<file path="src/rtl/relu_grad_unit_if.sv">
// Forward-sample and backward-gradient handshake bundle for relu_grad_unit.
// master = activation/gradient pipeline side, slave = the mask unit.
interface relu_grad_unit_if #(
    parameter int DEPTH = 16
);
    logic                     fwd_valid;
    logic [7:0]               fwd_data;
    logic                     fwd_ready;
    logic                     grad_valid;
    logic [7:0]               grad_in;
    logic                     grad_ready;
    logic [7:0]               grad_out;
    logic                     grad_out_valid;
    logic [$clog2(DEPTH):0]   level;

    modport master (
        output fwd_valid, fwd_data, grad_valid, grad_in,
        input  fwd_ready, grad_ready, grad_out, grad_out_valid, level
    );

    modport slave (
        input  fwd_valid, fwd_data, grad_valid, grad_in,
        output fwd_ready, grad_ready, grad_out, grad_out_valid, level
    );
endinterface

</file>
<file path="src/rtl/relu_grad_unit.sv">
// ReLU backward-pass gate: a FIFO of forward "positive" mask bits gates incoming gradients.
// Define RELU_GRAD_LEAKY_EN to pass negative-region gradients as grad_in >>> LEAK_SHIFT instead of zero.
module relu_grad_unit #(
    parameter int DEPTH      = 16,
    parameter int LEAK_SHIFT = 3
) (
    input  logic            clk,
    input  logic            rst_n,
    relu_grad_unit_if.slave bus
);
    localparam int DATA_W = 8;
    localparam int PTR_W  = $clog2(DEPTH);
    localparam int CNT_W  = PTR_W + 1;

    if (DEPTH < 2 || (DEPTH & (DEPTH - 1)) != 0) begin : g_bad_depth
        $error("relu_grad_unit: DEPTH must be a power of two >= 2");
    end
    if (LEAK_SHIFT < 0 || LEAK_SHIFT >= DATA_W) begin : g_bad_shift
        $error("relu_grad_unit: LEAK_SHIFT out of range");
    end

    logic [PTR_W-1:0]         wr_ptr;
    logic [PTR_W-1:0]         rd_ptr;
    logic [CNT_W-1:0]         count;
    logic                     mask_mem [DEPTH];
    logic                     full;
    logic                     empty;
    logic                     push;
    logic                     pop;
    logic signed [DATA_W-1:0] fwd_s_p0;
    logic signed [DATA_W-1:0] grad_s_p0;
    logic                     mask_wr_p0;
    logic                     mask_rd_p0;
    logic signed [DATA_W-1:0] grad_p1;
    logic                     vld_p1;

    function automatic logic signed [DATA_W-1:0] gate_grad(
        input logic                     m,
        input logic signed [DATA_W-1:0] g
    );
        logic signed [DATA_W-1:0] r;
        if (m) begin
            r = g;
        end else begin
`ifdef RELU_GRAD_LEAKY_EN
            r = g >>> LEAK_SHIFT;
`else
            r = '0;
`endif
        end
        return r;
    endfunction

    // Stage p0: handshake decode from registered count, mask capture and lookup
    assign full       = (count == CNT_W'(DEPTH));
    assign empty      = (count == '0);
    assign push       = bus.fwd_valid && !full;
    assign pop        = bus.grad_valid && !empty;
    assign fwd_s_p0   = bus.fwd_data;
    assign grad_s_p0  = bus.grad_in;
    assign mask_wr_p0 = (fwd_s_p0 > 8'sd0);
    assign mask_rd_p0 = mask_mem[rd_ptr];

    always_ff @(posedge clk) begin
        if (push) begin
            mask_mem[wr_ptr] <= mask_wr_p0;
        end
    end

    always_ff @(posedge clk) begin
        if (rst_n) begin
            wr_ptr <= '0;
            rd_ptr <= '0;
            count  <= '0;
        end else begin
            if (push) begin
                wr_ptr <= wr_ptr + PTR_W'(1);
            end
            if (pop) begin
                rd_ptr <= rd_ptr + PTR_W'(1);
            end
            case ({push, pop})
                2'b10:   count <= count + CNT_W'(1);
                2'b01:   count <= count - CNT_W'(1);
                default: count <= count;
            endcase
        end
    end

    // Stage p1: registered gated gradient; holds its value when nothing is popped
    always_ff @(posedge clk) begin
        if (rst_n) begin
            grad_p1 <= '0;
            vld_p1  <= 1'b0;
        end else begin
            vld_p1 <= pop;
            if (pop) begin
                grad_p1 <= gate_grad(mask_rd_p0, grad_s_p0);
            end
        end
    end

    assign bus.fwd_ready      = !full;
    assign bus.grad_ready     = !empty;
    assign bus.grad_out       = grad_p1;
    assign bus.grad_out_valid = vld_p1;
    assign bus.level          = count;
endmodule

</file>
<file path="src/flat_wrapper.sv">
// flat-port wrapper written by rule: the top's interface ports become plain ports
module relu_grad_unit_flat 
#(
    parameter int DEPTH      = 16,
    parameter int LEAK_SHIFT = 3
)
  (clk, rst_n, bus_fwd_valid, bus_fwd_data, bus_grad_valid, bus_grad_in, bus_fwd_ready, bus_grad_ready, bus_grad_out, bus_grad_out_valid, bus_level);
  relu_grad_unit_if #(.DEPTH(DEPTH)) bus_i ();
  input  logic clk;
  input  logic rst_n;
  input wire logic [$bits(bus_i.fwd_valid)-1:0] bus_fwd_valid;
  input wire logic [$bits(bus_i.fwd_data)-1:0] bus_fwd_data;
  input wire logic [$bits(bus_i.grad_valid)-1:0] bus_grad_valid;
  input wire logic [$bits(bus_i.grad_in)-1:0] bus_grad_in;
  output wire logic [$bits(bus_i.fwd_ready)-1:0] bus_fwd_ready;
  output wire logic [$bits(bus_i.grad_ready)-1:0] bus_grad_ready;
  output wire logic [$bits(bus_i.grad_out)-1:0] bus_grad_out;
  output wire logic [$bits(bus_i.grad_out_valid)-1:0] bus_grad_out_valid;
  output wire logic [$bits(bus_i.level)-1:0] bus_level;
  assign bus_i.fwd_valid = bus_fwd_valid;
  assign bus_i.fwd_data = bus_fwd_data;
  assign bus_i.grad_valid = bus_grad_valid;
  assign bus_i.grad_in = bus_grad_in;
  assign bus_fwd_ready = bus_i.fwd_ready;
  assign bus_grad_ready = bus_i.grad_ready;
  assign bus_grad_out = bus_i.grad_out;
  assign bus_grad_out_valid = bus_i.grad_out_valid;
  assign bus_level = bus_i.level;
  relu_grad_unit #(.DEPTH(DEPTH), .LEAK_SHIFT(LEAK_SHIFT)) u_core (.clk(clk), .rst_n(rst_n), .bus(bus_i));
endmodule
</file>
<file path="config.mk">
export PLATFORM = sky130hd
export DESIGN_NAME = relu_grad_unit_flat
export DESIGN_NICKNAME = d
export VERILOG_FILES = /design/src/rtl/relu_grad_unit_if.sv /design/src/rtl/relu_grad_unit.sv /design/src/flat_wrapper.sv
export SDC_FILE = /design/constraint.sdc
export NUM_CORES = 1
export LEC_CHECK = 0
export BUFFER_PORTS_ARGS = -buffer_cell sky130_fd_sc_hd__buf_2
export CAP_MARGIN = 20
export CORE_UTILIZATION = 58
export DETAILED_ROUTE_END_ITERATION = 6
export GPL_ROUTABILITY_DRIVEN = 1
export PLACE_DENSITY = 0.8
export RECOVER_POWER = 100
export SLEW_MARGIN = 5
export SYNTH_ARGS = -nofsm -noshare
export SYNTH_HDL_FRONTEND = slang
export SYNTH_SLANG_ARGS = --single-unit
</file>
<file path="constraint.sdc">
create_clock -name clk -period 5.7 [get_ports clk]
set_clock_uncertainty 0.15 [all_clocks]
set_input_delay 1.425 -clock clk [delete_from_list [all_inputs] [get_ports clk]]
set_output_delay 1.425 -clock clk [all_outputs]
set_load 0.1 [all_outputs]
</file>
==> results of run 1 <==
synth_stat cells (2+ instances only):
cell	instances
o211ai_1	2
xor2_1	7
nand3b_1	2
buf_2	2
nand2b_1	5
xnor2_1	3
nand2_1	21
edfxtp_1	16
mux4_2	4
o22ai_1	2
inv_1	4
clkbuf_1	7
nor3_1	8
nand3_1	8
nor2_1	29
dfxtp_1	26
mux2i_1	4
nand4_1	2
a21oi_1	13
ha_1	8
placed cells by master, fill, tap and decap left out, types with 3 or more instances in the layout:
cell / n
a21oi_1: 13
buf_2: 17
clkbuf_1: 18
clkbuf_4: 5
dfxtp_1: 26
edfxtp_1: 16
ha_1: 8
inv_1: 5
mux2i_1: 4
mux4_2: 4
nand2_1: 21
nand2b_1: 5
nand3_1: 8
nor2_1: 29
nor3_1: 8
xnor2_1: 3
xor2_1: 7
worst register-to-register path: cells and delay by family (launching register included):
family	cells	cell delay, ns
adders and majority gates	2	0.84
buffers and inverters	1	0.29
AOI/OAI and AO/OA	2	0.33
DFF	1	0.41
and+or+nand+nor	5	1.54
muxes	1	0.21
per-stage QoR:
| stage | hold slack (ns) | setup slack (ns) | instance area [um2] | utilization, % | cells |
|---|---|---|---|---|---|
| floorplan | 0.322 | 0.924 | 1940 | - | 189 |
| global placement | 0.290 | 1.54 | 2130 | 68.5 | 258 |
| detailed placement | 0.296 | 1.43 | 2130 | 68.5 | 258 |
| CTS | 0.314 | 1.80 | 2230 | 71.8 | 266 |
| global route | 0.330 | 1.05 | 2190 | 70.6 | 266 |
| finish | 0.320 | 1.32 | 2190 | 70.6 | 266 |
power groups by stage:
stage	Combinational (W)	Clock (W)	Sequential, W
detailed placement	0.000504	0	0.000404
finish	0.000492	0.000230	0.000397
CTS	0.000507	0.000235	0.000397
floorplan	0.000262	0	0.000564
global route	0.000522	0.000246	0.000404
global placement	0.000488	0	0.000399
state kept, by name (all words and copies together), names as in the netlist, named ones only:
| register | cells |
|---|---|
| u_core.mask_mem | 16 |
| u_core.bus.grad_out | 8 |
| u_core.bus.level | 5 |
| u_core.rd_ptr | 4 |
| u_core.wr_ptr | 4 |
| u_core.bus.grad_out_valid | 1 |
cell type report:
| cell class | instances | area share, % |
|---|---|---|
| clock buffers | 5 | 1.71 |
| clock inverters | 3 | 2.91 |
| inverters | 5 | 0.857 |
| multi-input cells | 132 | 39.3 |
| flip-flops and latches | 42 | 45.7 |
| well taps | 44 | 2.51 |
| repair buffers | 35 | 6.97 |
routing by layer:
metal  GRT usage, %  part of all wire (%)  vias up  wire, um
met4           8.64                   1.6        0        61
met2           41.3                    52       40      1980
met1           28.3                    43      683      1630
met5              0                     0        -         0
li1               -                     -      725         -
met3           6.71                   3.8        9       145
worst max path at each step:
stage                   startpoint                   to  slack (ns)  cells after the start
2_1_floorplan  u_core.bus.level[2]  u_core.bus.level[4]        0.92                     14
3_3_place_gp        bus_grad_valid  u_core.bus.level[4]        1.54                     10
3_5_place_dp        bus_grad_valid  u_core.bus.level[4]        1.43                     10
4_1_cts             bus_grad_valid  u_core.bus.level[4]        1.80                     10
5_1_grt              bus_fwd_valid  u_core.bus.level[4]        1.05                     10
6_report             bus_fwd_valid  u_core.bus.level[4]        1.32                     10
logic make-up after synthesis:
group | share of synthesized area [%]
AO/OA/AOI/OAI | 7.99
AND/OR/NAND/NOR | 19.7
XOR/XNOR | 4.51
buffers and inverters | 3.22
multiplexers | 7.87
flip-flops | 51.6
adder cells (fa/ha/maj) | 5.16
==> Implementation_results.wiki, run 1 <==
{| class="wikitable"
! Metric !! Value
|-
| Routability-driven placement congestion ratio || 0.895
|-
| Status || finished, final reports clean
|-
| Net count of the mapped netlist || about 220
|-
| Maximum capacitance violations || 0
|-
| Cell repeated most along the worst path || ha_1
|-
| Antenna fix cells || 0
|-
| Number of antenna violations at the first check in global routing || 0
|-
| Number of filler cells placed in the layout || 254
|-
| Overall power after layout || between 0.001 and 0.0015 W
|-
| Series of cell instances along the critical path || clkbuf_1 -> a21boi_0 -> inv_1 -> ha_1 -> ha_1 -> and4b_1 -> or4_1 -> a22oi_1 -> mux2i_1 -> o211ai_1
|-
| Post-Synthesis Cells || 189
|-
| Largest net degree at the start of global routing || 30
|-
| Unrepaired setup endpoints after global routing || no
|-
| Clk_lat worst skew || roughly 0.35 ns
|-
| Port Buffers || 35
|-
| Clock power frac || around a fifth
|-
| Hold bufs inserted after CTS || 0
|-
| Cell at the slowest stage of the critical path || a21boi_0
|-
| DR DRC count || 0
|-
| Maximum fanout along the worst path || 11
|-
| Asr flop ratio synth || 0%
|-
| Final setup vio count || 0
|-
| Mapped cell area || ~1900 um2
|-
| Total grt overflow || 0
|-
| Relative max-transition margin || 22.1%
|-
| Count of pins on the block boundary || 36
|-
| Worst path arrival time || 4.43 ns
|-
| Distinct cells, synth || 36
|-
| First-pass GRT wire length || 6.22 mm
|-
| Number of vias per cell after detailed routing || 5.48
|-
| Number of DRC violations after detailed-routing iteration 0 || 121
|-
| Worst setup SP type || input pin
|-
| Hold path depth || 2
|-
| Predominant post-synthesis flop cell || dfxtp_1
|-
| Area share of the largest cell type after synthesis || between 20% and 30%
|-
| Count of nets left with antenna violations after detail routing || 0
|-
| FF+latch count, synth || 42
|-
| Power density relative to cell area || 511 nW/um2
|-
| Largest stage delay on the critical path || 0.83 ns
|-
| H-tree Lvls || 2
|-
| Count of pins over their slew limit || 0
|-
| Routed length per instance || 14.3 um
|-
| Capturing point of the worst reg2reg path || u_core.bus.level[4]
|-
| Global-route total usage across every layer || a little under a quarter
|-
| Worst voltage drop across the vdd grid || roughly 490 uV
|-
| HP Class || flip-flop to flip-flop
|-
| Setup fix buffers added after clock tree synthesis || 0
|-
| Launch instance of the worst register-to-register path || u_core.bus.level[1]
|-
| Synthesized area per cell || 10.3 um2
|-
| Dominant delay contributor by cell family on the critical path || compound AO/OA/AOI/OAI gates
|-
| Leakage || 0.813 nW
|-
| Final hold vios || 0
|-
| Type of the worst setup path || input pin to flip-flop
|-
| Std-Cell Core Area || 3100 um2
|-
| Largest cells by area after synthesis || dfxtp_1 (27%), edfxtp_1 (25%), nor2_1 (5.6%)
|-
| Worst Path Required || 5.75 ns
|-
| Reg2Reg Setup Slack || about 1.8 ns
|-
| R2R depth || 11
|-
| Fraction of final layout cells with drive strength greater than 1 || 13.5%
|-
| Vias in the first global route || 1399
|-
| Number of buffers created by CTS || 5
|-
| Final TNS setup || 0 ns
|-
| Post-DP HPWL || 2.77 mm
|-
| Clock slew at the register clock pins of the worst setup and hold paths || 0.12 ns
|-
| Worst slew pin tran || about 1.2 ns
|-
| Clock tree root buffer cell || clkbuf_4
|-
| Number of standard-cell rows in the floorplan || 20
|-
| Sequential fraction of design power || 35.5%
|-
| Initial standard-cell utilization of the core || between 60 and 70%
|-
| Min-Delay Endpoint || u_core.bus.grad_out[2]
|-
| Overall routed net length || 3.81 mm
|-
| Maximum count of clock buffers along a single path || 2
|-
| Floorplan die area || 3580 um2
|-
| Net Sw Frac || 46.8%
|-
| Number of nets in the layout || ~250
|-
| Post-synth top area cell || dfxtp_1
|-
| Worst Path Buf+Inv || 2
|-
| Switching power of the nets || 0.000524 W
|-
| Drt pass-1 iters || 4
|-
| Int Pwr || just under 0.0006 W
|-
| Final Cycle Share || a little under 80%
|-
| Area of the multi-input gates || around 860 um2
|-
| EDFF count, synth || 16
|-
| Via count || 1457
|-
| Register area share after synthesis || around half
|-
| Layout-stage area growth over the synthesis result || 12.9%
|-
| Max Fclk || 228 MHz
|-
| Clock sink total || 42
|-
| Yosys warning count || 0
|-
| Chip Height || 59.8 um
|-
| Post-layout minimum cycle time || 4.38 ns
|-
| Part of the total power dissipated in combinational logic || between 40% and 50%
|-
| Hold Startpoint || u_core.bus.grad_out[2]
|-
| Horiz. Die Dim || 59.8 um
|-
| CTS tree || done
|-
| Kind of capture point of the worst setup path || flip-flop
|-
| Post-cts repair resize count || 0
|-
| Area of all sequential standard cells || between 1000 and 1500 um2
|}
Note: power is estimated with default switching activity, not from simulation.
==> inputs of run 2 (changes only) <==
Settings changed: CORE_UTILIZATION 58 to 49, PLACE_DENSITY 0.8 to 0.72.
Clock period 5.7 ns to 3.9 ns, I/O delays scaled along.
==> Implementation_results.wiki, run 2 (same netlist as run 1, synthesis figures left out) <==
{| class="wikitable"
! Metric !! Value
|-
| Initial standard-cell utilization of the core || 52.2%
|-
| Final hold vios || 0
|-
| Post-layout minimum cycle time || 3.30 ns
|-
| Number of buffers created by CTS || 5
|-
| Port Buffers || 35
|-
| Final Cycle Share || 84.6%
|-
| Post-placement cell area || about 2200 um2
|-
| Global-route total usage across every layer || 18.3%
|-
| Floorplan die area || 4220 um2
|-
| Post-DP HPWL || 2.54 mm
|-
| Number of standard-cell rows in the floorplan || 22
|-
| Number of antenna violations at the first check in global routing || 0
|-
| Most common library cell in the layout ignoring fill and taps || nor2_1
|-
| Reg2Reg Setup Slack || 0.74 ns
|-
| Number of DRC violations after detailed-routing iteration 0 || 54
|-
| DR DRC count || 0
|-
| Power density relative to cell area || 721 nW/um2
|-
| Kind of capture point of the worst setup path || flip-flop
|-
| Worst Path Required || 3.88 ns
|-
| Fraction of final layout cells with drive strength greater than 1 || between 10% and 20%
|-
| Unrepaired setup endpoints after global routing || no
|-
| Routed length per instance || approximately 13 um
|-
| H-tree Lvls || 2
|-
| Number of vias per cell after detailed routing || 5.17
|-
| Status || finished, final reports clean
|-
| Worst slew pin tran || 1.20 ns
|-
| Number of nets in the layout || between 200 and 300
|-
| Clk_lat worst skew || 0.29 ns
|-
| Layout-stage area growth over the synthesis result || 15.3%
|-
| Leakage || 0.829 nW
|-
| Relative max-transition margin || 20.0%
|-
| Via count || about 1400
|-
| Clock sink total || 42
|-
| Worst setup SP type || input pin
|-
| Horiz. Die Dim || approximately 65 um
|-
| Worst path arrival time || 3.28 ns
|-
| Total grt overflow || 0
|-
| Clock tree root buffer cell || clkbuf_8
|-
| Design Area, Final || 2240 um2
|-
| Count of pins over their slew limit || 0
|-
| Chip Height || between 60 and 70 um
|-
| Count of pins on the block boundary || 36
|-
| Final TNS setup || 0 ns
|-
| Maximum count of clock buffers along a single path || 2
|-
| Final setup vio count || 0
|-
| Drt pass-1 iters || 4
|-
| Maximum fanout along the worst path || 11
|-
| Max Fclk || 303 MHz
|-
| Routability-driven placement congestion ratio || between 0.8 and 0.9
|-
| Worst voltage drop across the vdd grid || 520 uV
|-
| Setup fix buffers added after clock tree synthesis || 0
|-
| Commonest cells after routing, fill and taps aside || nor2_1 (29), dfxtp_1 (21), nand2_1 (20)
|-
| First-pass GRT wire length || 5.89 mm
|-
| Antenna fix cells || 0
|-
| Type of the worst setup path || input pin to flip-flop
|-
| Post-cts repair resize count || 0
|-
| HP Class || flip-flop to flip-flop
|-
| End-of-flow core utilization || 60.2%
|-
| Largest register FFs || 16
|-
| Overall routed net length || 3.46 mm
|-
| Vias in the first global route || between 1000 and 1500
|-
| Hold bufs inserted after CTS || 0
|-
| Clock slew at the register clock pins of the worst setup and hold paths || 0.08 ns
|-
| Maximum capacitance violations || 0
|-
| Count of nets left with antenna violations after detail routing || 0
|-
| Largest net degree at the start of global routing || 30
|-
| Register with the most flip-flops || u_core.mask_mem
|-
| Std-Cell Core Area || ~3700 um2
|-
| CTS tree || done
|}
-- run 2: metrics by stage --
| step | setup WS [ns] | instances | total power [W] | hold slack [ns] |
|---|---|---|---|---|
| 4_1_cts | 0.721 | 273 | 0.00164 | 0.308 |
| 3_5_place_dp | 0.414 | 265 | 0.00136 | 0.296 |
| 6_report | 0.600 | 273 | 0.00161 | 0.308 |
| 5_1_grt | 0.341 | 273 | 0.00170 | 0.330 |
| 3_3_place_gp | 0.471 | 265 | 0.00136 | 0.291 |
| 2_1_floorplan | 0.142 | 189 | 0.00124 | 0.322 |
-- run 2: cell type report --
class,count,area [um2]
clock buffer,5,68.8
clock inverter,3,23.8
fill,339,1480
inverter,5,18.8
multi-input combinational,132,885
sequential,42,1010
tap,48,60.1
timing repair buffer,38,171
-- run 2: path summary, 6_finish.rpt --
kind                                from                endpoint  depth (start not counted)
hold / removal    u_core.bus.grad_out[3]  u_core.bus.grad_out[3]                          2
hold reg to reg   u_core.bus.grad_out[3]  u_core.bus.grad_out[3]                          2
setup / recovery           bus_fwd_valid     u_core.bus.level[4]                         10
setup reg to reg     u_core.bus.level[0]     u_core.bus.level[4]                         10
-- run 2: metal layers --
layer | vias up | global-route usage [%] | routed length [um] | share of wire, %
met5 | - | 0 | 0 | 0
met4 | 0 | 5.00 | 13 | 0.38
met3 | 2 | 4.40 | 98 | 2.8
met2 | 18 | 31.6 | 1750 | 51
met1 | 660 | 22.5 | 1600 | 46
li1 | 732 | - | - | -
-- run 2: worst max-delay path, stage by stage --
cell      delay (ns)
clkbuf_1        0.14
a21boi_0        0.25
inv_1           0.07
ha_1            0.31
ha_1            0.39
and4b_1         0.20
or4_1           0.40
a22oi_1         0.23
mux2i_1         0.22
o211ai_1        0.10
-- run 2: power by group --
| part | total, W | switching, W | internal [W] |
|---|---|---|---|
| logic | 0.000742 | 0.000558 | 0.000185 |
| clock network | 0.000282 | 0.000152 | 0.000130 |
| registers | 0.000589 | 0.0000690 | 0.000520 |
==> inputs of run 3 (changes only) <==
Clock period 3.9 ns to 3 ns, I/O delays scaled along.
==> Implementation_results.wiki, run 3 (same netlist as run 1, synthesis figures left out) <==
{| class="wikitable"
! Metric !! Value
|-
| First-pass GRT wire length || 6.13 mm
|-
| Maximum count of clock buffers along a single path || 2
|-
| Count of nets left with antenna violations after detail routing || 0
|-
| Register with the most flip-flops || u_core.mask_mem
|-
| Via count || 1484
|-
| Number of buffers created by CTS || 5
|-
| Port Buffers || 35
|-
| CTS tree || done
|-
| Clock slew at the register clock pins of the worst setup and hold paths || around 0.07 ns
|-
| Fraction of final layout cells with drive strength greater than 1 || 21.1%
|-
| Unrepaired setup endpoints after global routing || no
|-
| Post-layout minimum cycle time || 2.85 ns
|-
| Std-Cell Core Area || 3720 um2
|-
| HP Class || flip-flop to flip-flop
|-
| Number of DRC violations after detailed-routing iteration 0 || 49
|-
| Routability-driven placement congestion ratio || approximately 0.83
|-
| Clock power frac || around 18%
|-
| Final setup vio count || 0
|-
| Sequential fraction of design power || 35.6%
|-
| Overall routed net length || 3.76 mm
|-
| Total grt overflow || 0
|-
| Number of nets in the layout || 255
|-
| Series of cell instances along the critical path || nor4_4 -> nand2_4 -> nand2_1 -> inv_2 -> ha_4 -> ha_4 -> and4b_1 -> or4_1 -> a22oi_2 -> mux2i_1 -> o211ai_1
|-
| Part of the total power dissipated in combinational logic || 46.3%
|-
| Initial standard-cell utilization of the core || 52.2%
|-
| Worst setup SP type || flip-flop
|-
| Worst path arrival time || 2.86 ns
|-
| Drt pass-1 iters || 6
|-
| Maximum fanout along the worst path || 5
|-
| Cell at the slowest stage of the critical path || or4_1
|-
| Chip Height || 64.9 um
|-
| Max Fclk || approximately 350 MHz
|-
| DR DRC count || 0
|-
| Hold bufs inserted after CTS || 0
|-
| Leakage || 0.849 nW
|-
| Global-route total usage across every layer || 19.7%
|-
| Number of antenna violations at the first check in global routing || 0
|-
| Largest stage delay on the critical path || 0.54 ns
|-
| Net Sw Frac || 47.0%
|-
| Largest register FFs || 16
|-
| Horiz. Die Dim || about 65 um
|-
| Routed length per instance || ~14 um
|-
| End-of-flow core utilization || 61.9%
|-
| Layout-stage area growth over the synthesis result || 18.4%
|-
| Largest net degree at the start of global routing || 30
|-
| Relative max-transition margin || 22.1%
|-
| Worst slew pin tran || 1.17 ns
|-
| Commonest cells after routing, fill and taps aside || nor2_1 (29), dfxtp_1 (21), nand2_1 (20)
|-
| Cell repeated most along the worst path || ha_4
|-
| Clock sink total || 42
|-
| Most common library cell in the layout ignoring fill and taps || nor2_1
|-
| Switching power of the nets || just over 0.001 W
|-
| Antenna fix cells || 0
|-
| Final Cycle Share || ~95%
|-
| Worst Path Required || approximately 3 ns
|-
| Kind of capture point of the worst setup path || flip-flop
|-
| Count of pins over their slew limit || 0
|-
| Setup fix buffers added after clock tree synthesis || 0
|-
| Floorplan die area || 4220 um2
|-
| Number of standard-cell rows in the floorplan || 22
|-
| Count of pins on the block boundary || 36
|-
| Clk_lat worst skew || about 0.29 ns
|-
| Post-DP HPWL || 2.84 mm
|-
| Maximum capacitance violations || 0
|-
| Status || finished, final reports clean
|-
| Clock tree root buffer cell || clkbuf_8
|-
| H-tree Lvls || 2
|-
| Number of vias per cell after detailed routing || around 5.4
|-
| Power density relative to cell area || 945 nW/um2
|-
| Worst voltage drop across the vdd grid || 542 uV
|-
| Post-cts repair resize count || 0
|-
| Vias in the first global route || approximately 1400
|-
| Final hold vios || 0
|-
| Type of the worst setup path || flip-flop to flip-flop
|-
| Int Pwr || around 0.0012 W
|-
| Final TNS setup || 0 ns
|}
run 3: metrics by stage:
| step | total power, W | cell area [um2] | hold slack (ns) | setup WS, ns | instances |
|---|---|---|---|---|---|
| after global routing | 0.00229 | 2300 | 0.344 | 0.0520 | 276 |
| after detailed placement | 0.00183 | 2240 | 0.296 | -0.00658 | 268 |
| after global placement | 0.00180 | 2240 | 0.289 | 0.0576 | 268 |
| after CTS | 0.00222 | 2350 | 0.307 | 0.172 | 276 |
| final | 0.00217 | 2300 | 0.307 | 0.151 | 276 |
| after floorplan | 0.00166 | 2030 | 0.322 | -0.264 | 189 |
run 3: layout make-up:
cell class | count | area, um2
Sequential cell | 42 | 1020
Fill cell | 320 | 1420
Clock inverter | 2 | 10.0
Tap cell | 48 | 60.1
Clock buffer | 6 | 93.8
Timing Repair Buffer | 41 | 190
Inverter | 5 | 18.8
Multi-Input combinational cell | 132 | 906
run 3: power groups by stage:
stage | combinational, W | sequential (W) | clock [W]
6_report | 0.00100 | 0.000773 | 0.000395
5_1_grt | 0.00108 | 0.000786 | 0.000422
4_1_cts | 0.00105 | 0.000774 | 0.000402
3_5_place_dp | 0.00105 | 0.000787 | 0
3_3_place_gp | 0.00102 | 0.000778 | 0
2_1_floorplan | 0.000566 | 0.00109 | 0
run 3: metal layers:
metal  vias to the layer above  GRT usage (%)  share of wire [%]
met4                         0           10.0                3.0
met3                        14           5.28                3.5
met2                        32           34.4                 51
li1                        735              -                  -
met1                       703           21.7                 42
met5                         -              0                  0
run 3: path summary, 6_finish.rpt:
path	endpoint	start	cells past startpoint	slack [ns]
setup / recovery	u_core.bus.level[4]	u_core.bus.level[0]	11	0.15
setup reg to reg	u_core.bus.level[4]	u_core.bus.level[0]	11	0.15
hold / removal	u_core.bus.grad_out[4]	u_core.bus.grad_out[4]	2	0.31
hold reg to reg	u_core.bus.grad_out[4]	u_core.bus.grad_out[4]	2	0.31
run 3: worst max-delay path, delay by kind of cell (launching register included):
family / cells / cell delay (ns)
fa+ha+maj: 2 / 0.38
buf+inv: 1 / 0.06
compound gates: 2 / 0.28
mux: 1 / 0.20
flops: 1 / 0.37
simple gates: 5 / 1.27
